--- src/rtl/muldiv_scheduler.sv ---
// Round-robin two-port front-end for the shared multi-cycle alu_muldiv unit; one outstanding request per port.
// Latency: MUL accept->response 7 cycles (2 + unit latency); a cache hit under MULDIV_SCHED_RESULT_CACHE_EN answers at T+1.
// Backpressure: a port holding an unconsumed response is not granted; flush drains the unit without a response.
module muldiv_scheduler #(
    parameter int unsigned PRIO_INIT = 0
) (
    input  logic             clk_i,
    input  logic             rst_ni,
    input  logic             flush_i,
    input  logic [1:0]       req_valid_i,
    output logic [1:0]       req_ready_o,
    input  logic [1:0][2:0]  req_op_i,
    input  logic [1:0][31:0] req_num1_i,
    input  logic [1:0][31:0] req_num2_i,
    output logic [1:0]       resp_valid_o,
    input  logic [1:0]       resp_ready_i,
    output logic [1:0][31:0] resp_result_o,
    output logic [2:0]       md_op_o,
    output logic [31:0]      md_num1_o,
    output logic [31:0]      md_num2_o,
    output logic             md_valid_o,
    input  logic [31:0]      md_result_i,
    input  logic             md_busy_i
);

    typedef enum logic [1:0] {
        S_IDLE  = 2'd0,
        S_ISSUE = 2'd1,
        S_WAIT  = 2'd2,
        S_DRAIN = 2'd3
    } state_t;

    state_t           r_state;
    state_t           w_state_nxt;
    logic             r_ptr;
    logic             r_owner;
    logic [2:0]       r_md_op;
    logic [31:0]      r_md_num1;
    logic [31:0]      r_md_num2;
    logic [1:0]       r_resp_vld;
    logic [1:0][31:0] r_resp_res;

    logic [1:0]       w_elig;
    logic             w_grant;
    logic             w_port;
    logic             w_hit;
    logic             w_issue;
    logic             w_capture;
    logic [2:0]       w_sel_op;
    logic [31:0]      w_sel_num1;
    logic [31:0]      w_sel_num2;
    logic [31:0]      w_hit_res;

    // Grant depends only on registered state and request inputs, never on md_*_i.
    always_comb begin
        w_elig     = req_valid_i & ~r_resp_vld;
        w_grant    = (r_state == S_IDLE) && !flush_i && (w_elig != 2'b00);
        w_port     = (w_elig == 2'b11) ? r_ptr : w_elig[1];
        w_sel_op   = req_op_i[w_port];
        w_sel_num1 = req_num1_i[w_port];
        w_sel_num2 = req_num2_i[w_port];
        w_issue    = w_grant && !w_hit;
        w_capture  = (r_state == S_WAIT) && !flush_i && !md_busy_i;
    end

`ifdef MULDIV_SCHED_RESULT_CACHE_EN
    logic        r_c_vld;
    logic [2:0]  r_c_op;
    logic [31:0] r_c_num1;
    logic [31:0] r_c_num2;
    logic [31:0] r_c_res;

    // Survives flush on purpose: the unit's result is still correct for those operands.
    always_ff @(posedge clk_i or negedge rst_ni) begin
        if (!rst_ni) begin
            r_c_vld  <= 1'b0;
            r_c_op   <= '0;
            r_c_num1 <= '0;
            r_c_num2 <= '0;
            r_c_res  <= '0;
        end else if (w_capture) begin
            r_c_vld  <= 1'b1;
            r_c_op   <= r_md_op;
            r_c_num1 <= r_md_num1;
            r_c_num2 <= r_md_num2;
            r_c_res  <= md_result_i;
        end
    end

    assign w_hit     = r_c_vld && (r_c_op == w_sel_op) &&
                       (r_c_num1 == w_sel_num1) && (r_c_num2 == w_sel_num2);
    assign w_hit_res = r_c_res;
`else
    assign w_hit     = 1'b0;
    assign w_hit_res = '0;
`endif

    always_comb begin
        w_state_nxt = r_state;
        case (r_state)
            S_IDLE:  if (w_issue) w_state_nxt = S_ISSUE;
            S_ISSUE: w_state_nxt = flush_i ? S_DRAIN : S_WAIT;
            S_WAIT: begin
                if (flush_i)         w_state_nxt = S_DRAIN;
                else if (!md_busy_i) w_state_nxt = S_IDLE;
            end
            S_DRAIN: if (!md_busy_i) w_state_nxt = S_IDLE;
            default: w_state_nxt = S_IDLE;
        endcase
    end

    always_ff @(posedge clk_i or negedge rst_ni) begin
        if (!rst_ni) begin
            r_state   <= S_IDLE;
            r_ptr     <= 1'(PRIO_INIT);
            r_owner   <= 1'b0;
            r_md_op   <= '0;
            r_md_num1 <= '0;
            r_md_num2 <= '0;
        end else begin
            r_state <= w_state_nxt;
            if (w_grant) r_ptr <= ~w_port;
            if (w_issue) begin
                r_owner   <= w_port;
                r_md_op   <= w_sel_op;
                r_md_num1 <= w_sel_num1;
                r_md_num2 <= w_sel_num2;
            end
        end
    end

    // Flush wins over capture, so a result racing a flush is dropped.
    always_ff @(posedge clk_i or negedge rst_ni) begin
        if (!rst_ni) begin
            r_resp_vld <= '0;
            r_resp_res <= '0;
        end else begin
            for (int p = 0; p < 2; p++) begin
                if (flush_i) begin
                    r_resp_vld[p] <= 1'b0;
                end else if (w_capture && (r_owner == 1'(p))) begin
                    r_resp_vld[p] <= 1'b1;
                    r_resp_res[p] <= md_result_i;
                end else if (w_grant && w_hit && (w_port == 1'(p))) begin
                    r_resp_vld[p] <= 1'b1;
                    r_resp_res[p] <= w_hit_res;
                end else if (r_resp_vld[p] && resp_ready_i[p]) begin
                    r_resp_vld[p] <= 1'b0;
                end
            end
        end
    end

    assign req_ready_o   = w_grant ? (w_port ? 2'b10 : 2'b01) : 2'b00;
    assign resp_valid_o  = r_resp_vld;
    assign resp_result_o = r_resp_res;
    assign md_op_o       = r_md_op;
    assign md_num1_o     = r_md_num1;
    assign md_num2_o     = r_md_num2;
    assign md_valid_o    = (r_state == S_ISSUE);

endmodule

--- config.mk ---
export PLATFORM = sky130hd
export DESIGN_NAME = muldiv_scheduler
export DESIGN_NICKNAME = d
export VERILOG_FILES = /design/src/rtl/muldiv_scheduler.sv
export SDC_FILE = /design/constraint.sdc
export NUM_CORES = 1
export LEC_CHECK = 0
export CAP_MARGIN = 10
export CORE_ASPECT_RATIO = 2
export CORE_MARGIN = 2
export CORE_UTILIZATION = 38
export CTS_BUF_LIST = sky130_fd_sc_hd__clkbuf_2
export DETAILED_ROUTE_END_ITERATION = 8
export GPL_ROUTABILITY_DRIVEN = 0
export PLACE_DENSITY = 0.8
export SLEW_MARGIN = 15
export SYNTH_ARGS = -nofsm -noshare
export SYNTH_HDL_FRONTEND = slang
export SYNTH_SLANG_ARGS = --single-unit
export TNS_END_PERCENT = 100
--- constraint.sdc ---
create_clock -name clk_i -period 1.85 [get_ports clk_i]
set_clock_uncertainty 0.1 [all_clocks]
set_input_delay 0.37 -clock clk_i [delete_from_list [all_inputs] [get_ports clk_i]]
set_output_delay 0.37 -clock clk_i [all_outputs]
set_load 0.01 [all_outputs]
==> results of run 1 <==
worst register-to-register path, cell delays in order (launching register included):
cell and delay [ns]:
sky130_fd_sc_hd__dfrtp_2 0.45, sky130_fd_sc_hd__buf_4 0.12, sky130_fd_sc_hd__buf_6 0.11, sky130_fd_sc_hd__nand2b_4 0.06, sky130_fd_sc_hd__buf_4 0.14, sky130_fd_sc_hd__nor4_4 0.28
sky130_fd_sc_hd__buf_6 0.18, sky130_fd_sc_hd__buf_4 0.12, sky130_fd_sc_hd__buf_8 0.13, sky130_fd_sc_hd__mux2_2 0.36
kinds of logic after synthesis:
| group | Yosys count |
|---|---|
| muxes | 65 |
| and+or+nand+nor | 82 |
| DFF | 137 |
| AOI/OAI and AO/OA | 77 |
| buffers and inverters | 182 |
cell type report:
class                      count  area (um^2)
antenna                        1        2.502
clock buffer                  18        90.09
clock inverter                14        145.1
fill                        1135         5296
inverter                     138        520.5
multi-input combinational    224         2165
sequential                   137         3433
tap                          204        255.2
timing repair buffer         442         4195
through the flow:
step / std cells / utilization (%)
2_1_floorplan: 543 / -
3_3_place_gp: 1037 / 59.74
5_1_grt: 1178 / 67.11
6_report: 1178 / 67.11
4_1_cts: 1115 / 60.75
3_5_place_dp: 1037 / 59.74
registers in the layout, summed over array words and instances, names as in the netlist:
signal / count
md_op_o: 3
md_num1_o: 32
resp_result_o: 64
resp_valid_o: 2
md_num2_o: 32
r_owner: 1
r_ptr: 1
r_state: 2
layer usage:
metal,GRT usage [%],up-vias,wire length [um]
met5,0,-,10
met4,11.59,2,1013
met3,8.381,61,2539
met2,41.69,390,12610
met1,30.47,2930,8705
li1,-,2739,-
where the power goes:
| group | total [mW] | switching [mW] | internal, mW |
|---|---|---|---|
| clock network | 1.84 | 1.21 | 0.633 |
| logic | 8.34 | 3.49 | 4.85 |
| registers | 5.48 | 1.04 | 4.44 |
| total | 15.7 | 5.73 | 9.93 |
timing repair:
| item | CTS | global route |
|---|---|---|
| setup buffers | 39 | 54 |
| setup endpoints to repair | 223 | 260 |
| resized for setup | 597 | 89 |
| hold buffers | 3 | 0 |
| gates cloned | 4 | 10 |
| pin swaps | 3 | 3 |
| hold endpoints to repair | 137 | 0 |
cell usage in the layout (no fill, tap or decap), types with 2 or more instances in the layout:
cell,count
sky130_fd_sc_hd__inv_6,5
sky130_fd_sc_hd__nand4_1,67
sky130_fd_sc_hd__clkdlybuf4s50_1,172
sky130_fd_sc_hd__dfrtp_1,133
sky130_fd_sc_hd__clkbuf_2,18
sky130_fd_sc_hd__buf_12,13
sky130_fd_sc_hd__inv_1,136
sky130_fd_sc_hd__clkinvlp_4,3
sky130_fd_sc_hd__buf_2,78
sky130_fd_sc_hd__a21oi_1,3
sky130_fd_sc_hd__nor2b_4,2
sky130_fd_sc_hd__mux2_2,19
sky130_fd_sc_hd__bufinv_16,2
sky130_fd_sc_hd__o221ai_1,63
sky130_fd_sc_hd__clkbuf_16,7
sky130_fd_sc_hd__clkinv_2,3
sky130_fd_sc_hd__buf_8,4
sky130_fd_sc_hd__dfrtp_2,4
sky130_fd_sc_hd__buf_6,72
sky130_fd_sc_hd__dlygate4sd3_1,2
sky130_fd_sc_hd__a31oi_1,2
sky130_fd_sc_hd__mux2_4,45
sky130_fd_sc_hd__buf_4,91
sky130_fd_sc_hd__o221ai_2,4
sky130_fd_sc_hd__nand2_1,3
sky130_fd_sc_hd__nor2_1,2
worst max path at each step:
| stage | slack [ns] | cells after the start | endpoint |
|---|---|---|---|
| final | -0.44 | 4 | req_ready_o[0] |
| after global routing | -0.60 | 4 | req_ready_o[0] |
| after CTS | -0.50 | 4 | req_ready_o[0] |
| after detailed placement | -0.66 | 6 | md_num2_o[4] |
| after global placement | -0.57 | 6 | md_num1_o[15] |
| after floorplan | -0.005 | 6 | req_ready_o[1] |
==> impl_results.md, run 1 <==
* I/O pin total at between 300 and 400
* # Max-Cap Violations at 0
* Effective utilization at floorplan at around two fifths
* Number of antenna violations at the first check in global routing at 2
* Worst setup SP type: flop
* Placement Rows at 66
* Combinational family with the most area after synthesis: multiplexers
* Largest area contributor in the synthesized netlist: sky130_fd_sc_hd__dfrtp_1
* Clock tree sinks at 137
* Largest stage delay, worst path at 0.48 ns
* Worst Hold Depth at 3
* Violations in the final reports: negative setup slack
* Routed wire length per instance at 21.12 um
* Largest cells by area after synthesis: sky130_fd_sc_hd__dfrtp_1 (55%), sky130_fd_sc_hd__o221ai_1 (9.5%), sky130_fd_sc_hd__inv_1 (8.4%), sky130_fd_sc_hd__mux2_4 (7.0%), sky130_fd_sc_hd__nand4_1 (6.8%)
* Worst hold path class: in -> reg
* Startpoint of the most critical setup path: r_state[1]
* Net count after synthesis at a little over 700
* Count of flip-flops with a built-in enable after synthesis at 0
* Result of the run: finished, violations left
* Parity-gate share of the synthesized area counting xor and xnor cells at 0%
* Final Total Pwr at between 15 and 20 mW
* Signal arrival time at the worst endpoint at 1.82 ns
* Setup violations, final at roughly 110
* Max Buffers Root-to-Sink at 2
* Worst-margin pin slew at about 0.75 ns
* Share of synthesized cell area in full adder, half adder and majority cells at 0%
* Critical Path Sink Type: output port
* Detailed-route DRC error count at 0
* Endpoint of the worst-slack reg-to-reg timing path: resp_result_o[26]
* Final count of hold timing violations at 0
* Clk pin slew, worst setup/hold paths at roughly 0.24 ns
* Top cells by count, synth: sky130_fd_sc_hd__inv_1 (138), sky130_fd_sc_hd__dfrtp_1 (137), sky130_fd_sc_hd__nand4_1 (67), sky130_fd_sc_hd__o221ai_1 (67), sky130_fd_sc_hd__mux2_2 (35)
* Worst slew margin relative to its limit at 50.19%
* CTS tree: done
* DPL Wire Length at about 15 mm
* Buffer type at the clock tree root: sky130_fd_sc_hd__clkbuf_2
* Top cell type's share of synthesized area at 55.31%
* Number of vias after detailed routing at around 6100
* Family with the most delay on the worst path: flip-flops
* Total of buffers placed on input and output ports at 309
* Count of cell types in the netlist at 30
* Post-synthesis share of cell area spent on and, or, nand and nor gates at under 10%
* Fraction of synthesized area in multiplexers at approximately 14%
* Setup repair after global routing missed its margin: yes
* Most common cell in the synthesized netlist: sky130_fd_sc_hd__inv_1
* Die X at approximately 94 um
* Via count of the first global-routing pass at 6063
* Setup Slack @ Placement at -0.6568 ns
* Total leakage power at approximately 5.4 nW
* Layout overhead on the synthesized area at 74.34%
* Hold wc startpoint: req_num1_i[45]
* Nets@finish at ~1100
* Critical path buffers and inverters at 2
* Proportion of synthesized flip-flops having asynchronous set or reset at 100.0%
* Crit path kind: reg -> out
* # H-tree levels at 4
* Minimum clock period at between 2 and 2.5 ns
* Fin. max-slew vios at 0
* Initial DRT Pass Iterations at 4
* Compound-gate portion of the synthesized area at a little over a tenth
* Number of synthesis warnings at 0
* TritonCTS buffer count at 17
* Cell-by-cell listing of the critical path: nor3_4 -> buf_6 -> and3_4 -> buf_6
* Global-route usage over all layers at 25.60%
* Setup slack, reg-to-reg at -0.28 ns
* Hold Crit Endpoint: md_num1_o[13]
* Post-synth design cell area at 0.006198 mm^2
* Overall die height at about 180 um
* Detail Route Antenna Nets at 0
* Hold_ws at around 0.12 ns
* Power per Cell Area at around 1400 mW/mm^2
* Cell type with the highest occurrence count on the critical path: sky130_fd_sc_hd__buf_6
* Commonest register cell after synthesis: sky130_fd_sc_hd__dfrtp_1
* Core outline area at roughly 0.016 mm^2
* Drt total wl at roughly 25 mm
* Detailed Route Iter0 Violations at 269
* Syn avg cell area at 11.42 um^2
* Layout cells sized above 1 at approximately two fifths
* CP max FO at 2
* Post-layout instance area at between 0.01 and 0.015 mm^2
* First-pass GRT wire length at between 30 and 40 mm
* Number of instances in the synthesized netlist at between 500 and 600
* Area of the die at between 0.015 and 0.02 mm^2
* Path depth of the worst reg2reg path at 9
* Clock Latency Late Sink at a little over 0.7 ns
* Post-DP Area at roughly 0.0096 mm^2
* Pin count of the biggest net entering global routing at 70
* Setup WS post-layout at -0.4426 ns
* Drt via density at 5.197
* Crit path required time at around 1.4 ns
* Reg2reg start: r_state[1]
* Overall overflow remaining after global route at 0
* Largest vdd supply drop at 870.8 uV
* Final period util at 123.9%
* Setup TNS at -13.46 ns
* Critical path's slowest cell: sky130_fd_sc_hd__dfrtp_2
* Max Clk Rate at roughly 440 MHz
* Synthesis-stage register bit count at 137
* Sequential fraction of the synthesis area at a little under three fifths
Note: power is estimated with default switching activity, not from simulation.
==> inputs of run 2 (changes only) <==
--- a/config.mk
+++ b/config.mk
@@ -5,6 +5,7 @@
 export SDC_FILE = /design/constraint.sdc
 export NUM_CORES = 1
 export LEC_CHECK = 0
+export ABC_AREA = 1
 export CAP_MARGIN = 10
 export CORE_ASPECT_RATIO = 2
 export CORE_MARGIN = 2
==> impl_results.md, run 2 <==
* Compound-gate portion of the synthesized area at 5.842% (-4.7 points)
* Max Buffers Root-to-Sink at 2 (unchanged)
* Placement Rows at 66 (unchanged)
* First-pass GRT wire length at 30.61 mm (-8.7%)
* Detailed-route DRC error count at 0 (unchanged)
* Detailed Route Iter0 Violations at 235 (-13%)
* Clock tree sinks at 137 (unchanged)
* Largest cells by area after synthesis: sky130_fd_sc_hd__dfrtp_1 (55%), sky130_fd_sc_hd__nand2_1 (25%), sky130_fd_sc_hd__nand3_1 (5.4%), sky130_fd_sc_hd__o21ai_1 (3.9%), sky130_fd_sc_hd__inv_1 (2.4%)
* Top cells by count, synth: sky130_fd_sc_hd__nand2_1 (407), sky130_fd_sc_hd__dfrtp_1 (137), sky130_fd_sc_hd__nand3_1 (67)
* DPL Wire Length at 14.33 mm (-2.0%)
* Buffer type at the clock tree root: sky130_fd_sc_hd__clkbuf_2
* Proportion of synthesized flip-flops having asynchronous set or reset at 100.0% (unchanged)
* Largest area contributor in the synthesized netlist: sky130_fd_sc_hd__dfrtp_1
* Most common cell after layout, fill and taps aside: sky130_fd_sc_hd__nand2_1
* Crit path kind: reg -> out
* Die X at 94.40 um (about the same)
* Worst slew margin relative to its limit at 50.59% (+0.39 points)
* Count of placed standard cells including taps at 1273 (+23%)
* Non-Filler Instances at 1367 (+16%)
* Total of buffers placed on input and output ports at 309 (unchanged)
* TritonCTS buffer count at 17 (unchanged)
* Top cell type's share of synthesized area at 55.20% (-0.11 points)
* Effective utilization at floorplan at 38.57% (+0.078 points)
* CTS tree: done
* Net count after synthesis at 958 (+34%)
* Count of cell types in the netlist at 19 (-37%)
* Overall die height at 184.8 um (about the same)
* Comb pwr share at 49.2% (-4.0 points)
* Setup repair after global routing missed its margin: yes
* Combinational family with the most area after synthesis: simple AND/OR/NAND/NOR gates
* Critical Path Sink Type: output port
* Layout cells sized above 1 at 23.15% (-16 points)
* Minimum clock period at 2.205 ns (-0.08779 ns)
* Drt via density at 4.697 (-9.6%)
* Sw Ratio at 39.69% (+3.1 points)
* Global-route usage over all layers at 22.59% (-3.0 points)
* Clk pin slew, worst setup/hold paths at 0.23 ns (about the same)
* Area of the die at 0.01745 mm^2 (+0.19%)
* Crit path required time at 1.38 ns (about the same)
* Count of flip-flops with a built-in enable after synthesis at 0 (unchanged)
* Setup WS post-layout at -0.3548 ns (+0.08779 ns)
* Share of synthesized cell area in full adder, half adder and majority cells at 0% (unchanged)
* Number of synthesis warnings at 0 (unchanged)
* Drt total wl at 20.25 mm (-19%)
* Hold_ws at 0.09291 ns (-0.02904 ns)
* Parity-gate share of the synthesized area counting xor and xnor cells at 0% (unchanged)
* Total leakage power at 5.333 nW (-0.38%)
* Layout overhead on the synthesized area at 56.91%
* Largest vdd supply drop at 981.2 uV (+13%)
* Internal power consumption at 8.042 mW (-19%)
* Setup violations, final at 3 (-97%)
* Worst-margin pin slew at 0.7388 ns (-0.008343 ns)
* Number of instances in the synthesized netlist at 784 (+44%)
* Commonest register cell after synthesis: sky130_fd_sc_hd__dfrtp_1
* Signal arrival time at the worst endpoint at 1.73 ns (-0.09 ns)
* Clock network power share at 12.3% (+0.6 points)
* Syn avg cell area at 7.922 um^2 (-31%)
* Clock Latency Late Sink at 0.68 ns (-0.04 ns)
* Max Clk Rate at 453.6 MHz (+4.0%)
* Most used cells in the layout excluding fill and tap cells: sky130_fd_sc_hd__nand2_1 (405), sky130_fd_sc_hd__clkdlybuf4s50_1 (172), sky130_fd_sc_hd__dfrtp_1 (137), sky130_fd_sc_hd__buf_2 (116), sky130_fd_sc_hd__buf_4 (69)
* Final count of hold timing violations at 0 (unchanged)
* Fraction of synthesized area in multiplexers at 0% (-14 points)
* Core outline area at 0.01610 mm^2 (unchanged)
* Sequential fraction of the synthesis area at 55.20% (-0.11 points)
* # H-tree levels at 4 (unchanged)
* Worst setup SP type: flop
* Post-synthesis share of cell area spent on and, or, nand and nor gates at 31.47% (+23 points)
* Nets@finish at 1323 (+17%)
* Violations in the final reports: negative setup slack
* Worst hold path class: in -> async
* Detail Route Antenna Nets at 0 (unchanged)
* Most common cell in the synthesized netlist: sky130_fd_sc_hd__nand2_1
* Number of antenna violations at the first check in global routing at 1 (-1)
* Fin. max-slew vios at 0 (unchanged)
* Pin count of the biggest net entering global routing at 68 (-2.9%)
* Fill cell instance count of the final layout at 1441 (+27%)
* Initial DRT Pass Iterations at 5 (+1)
* Power per Cell Area at 1368 mW/mm^2 (-5.6%)
* I/O pin total at 310 (unchanged)
* Result of the run: finished, violations left
* Routed wire length per instance at 14.81 um (-30%)
* Total net switching power at 5.293 mW (-7.7%)
* Synthesis-stage register bit count at 137 (unchanged)
* Post-synth design cell area at 0.006211 mm^2 (+0.20%)
* Overall overflow remaining after global route at 0 (unchanged)
* CP max FO at 4 (+2)
* Flip-flop count of the largest register after layout at 64 (unchanged)
* Fraction of power consumed by sequential logic at 38.6% (+3.6 points)
* # Max-Cap Violations at 0 (unchanged)
* Final period util at 119.2% (-4.7 points)
* Via count of the first global-routing pass at 6210 (+2.4%)
* Number of vias after detailed routing at 6421 (+4.9%)
==> run 2: cell types whose count changed in the layout (fill, tap and decap cells not counted), sizes merged, moves of 40 or more <==
cell / before / now
inv: 143 / 46
buf: 259 / 219
nand4: 67 / 0
o21ai: 1 / 67
o221ai: 67 / 0
nand2: 3 / 408
mux2: 64 / 0
nand3: 0 / 71
==> run 2: critical path: stages, from the launching register on <==
cell and delay, ns:
sky130_fd_sc_hd__dfrtp_1 0.45, sky130_fd_sc_hd__inv_1 0.12, sky130_fd_sc_hd__nand3_4 0.10, sky130_fd_sc_hd__nand2_4 0.11, sky130_fd_sc_hd__inv_2 0.06, sky130_fd_sc_hd__nor2_4 0.10, sky130_fd_sc_hd__buf_6 0.10
==> run 2: routing by layer <==
| layer | vias up | global-route usage [%] | wire length (um) |
|---|---|---|---|
| li1 | 3165 | - | - |
| met1 | 2896 | 25.63 | 7726 |
| met2 | 323 | 38.26 | 9737 |
| met3 | 37 | 8.096 | 2219 |
| met4 | 0 | 9.043 | 564 |
| met5 | - | 0 | 0 |
==> run 2: cell families after synthesis <==
kind of cell,count (synthesis)
and+or+nand+nor,485
buffers and inverters,91
AOI/OAI and AO/OA,71
DFF,137
==> run 2: area by class of cell <==
cell class	instances	area [um^2]	share of cell area, %
antenna	1	2.502	0.02568
clock buffer	19	95.09	0.9757
clock inverter	13	120.1	1.233
inverter	42	162.7	1.669
multi-input combinational	556	2350	24.11
sequential	137	3428	35.18
tap	204	255.2	2.619
timing repair buffer	395	3332	34.19
==> run 2: final timing paths <==
kind	endpoint	cells past startpoint	from	slack, ns
max	req_ready_o[0]	6	r_ptr	-0.35
min	resp_result_o[11]	3	rst_ni	0.09
max reg2reg	md_num2_o[16]	10	resp_valid_o[1]	0.09
min reg2reg	md_num1_o[7]	2	md_num1_o[7]	0.40
max in group asynchronous	md_num1_o[16]	3	rst_ni	0.39
min in group clk_i	resp_result_o[47]	3	md_result_i[15]	0.11
==> run 2: power groups by stage <==
stage,clock [mW],combinational (mW),sequential [mW]
2_1_floorplan,0,2.15,5.81
3_3_place_gp,0,6.60,5.17
3_5_place_dp,0,6.75,5.22
4_1_cts,1.72,6.12,5.10
5_1_grt,1.85,7.19,5.30
6_report,1.63,6.56,5.14
==> run 2: through the flow <==
| stage | instance area, um^2 | setup TNS (ns) | setup WS, ns | util (%) | total power [mW] |
|---|---|---|---|---|---|
| 6_report | 9746 | -0.8403 | -0.3548 | 60.52 | 13.33 |
| 5_1_grt | 9746 | -1.885 | -0.4913 | 60.52 | 14.34 |
| 4_1_cts | 9470 | -1.568 | -0.4585 | 58.81 | 12.94 |
| 3_5_place_dp | 9540 | -19.09 | -0.4018 | 59.25 | 11.97 |
| 3_3_place_gp | 9540 | -15.17 | -0.3952 | 59.25 | 11.76 |
| 2_1_floorplan | 6211 | 0 | 0.1603 | - | 7.963 |
==> run 2: repair_timing <==
item	4_1_cts	5_1_grt
endpoints found under the setup margin	136	89
pin swaps	5	3
setup buffers	40	20
cloned	0	1
gates resized for setup	562	26
hold buffers	3	0
endpoints found under the hold margin	139	0
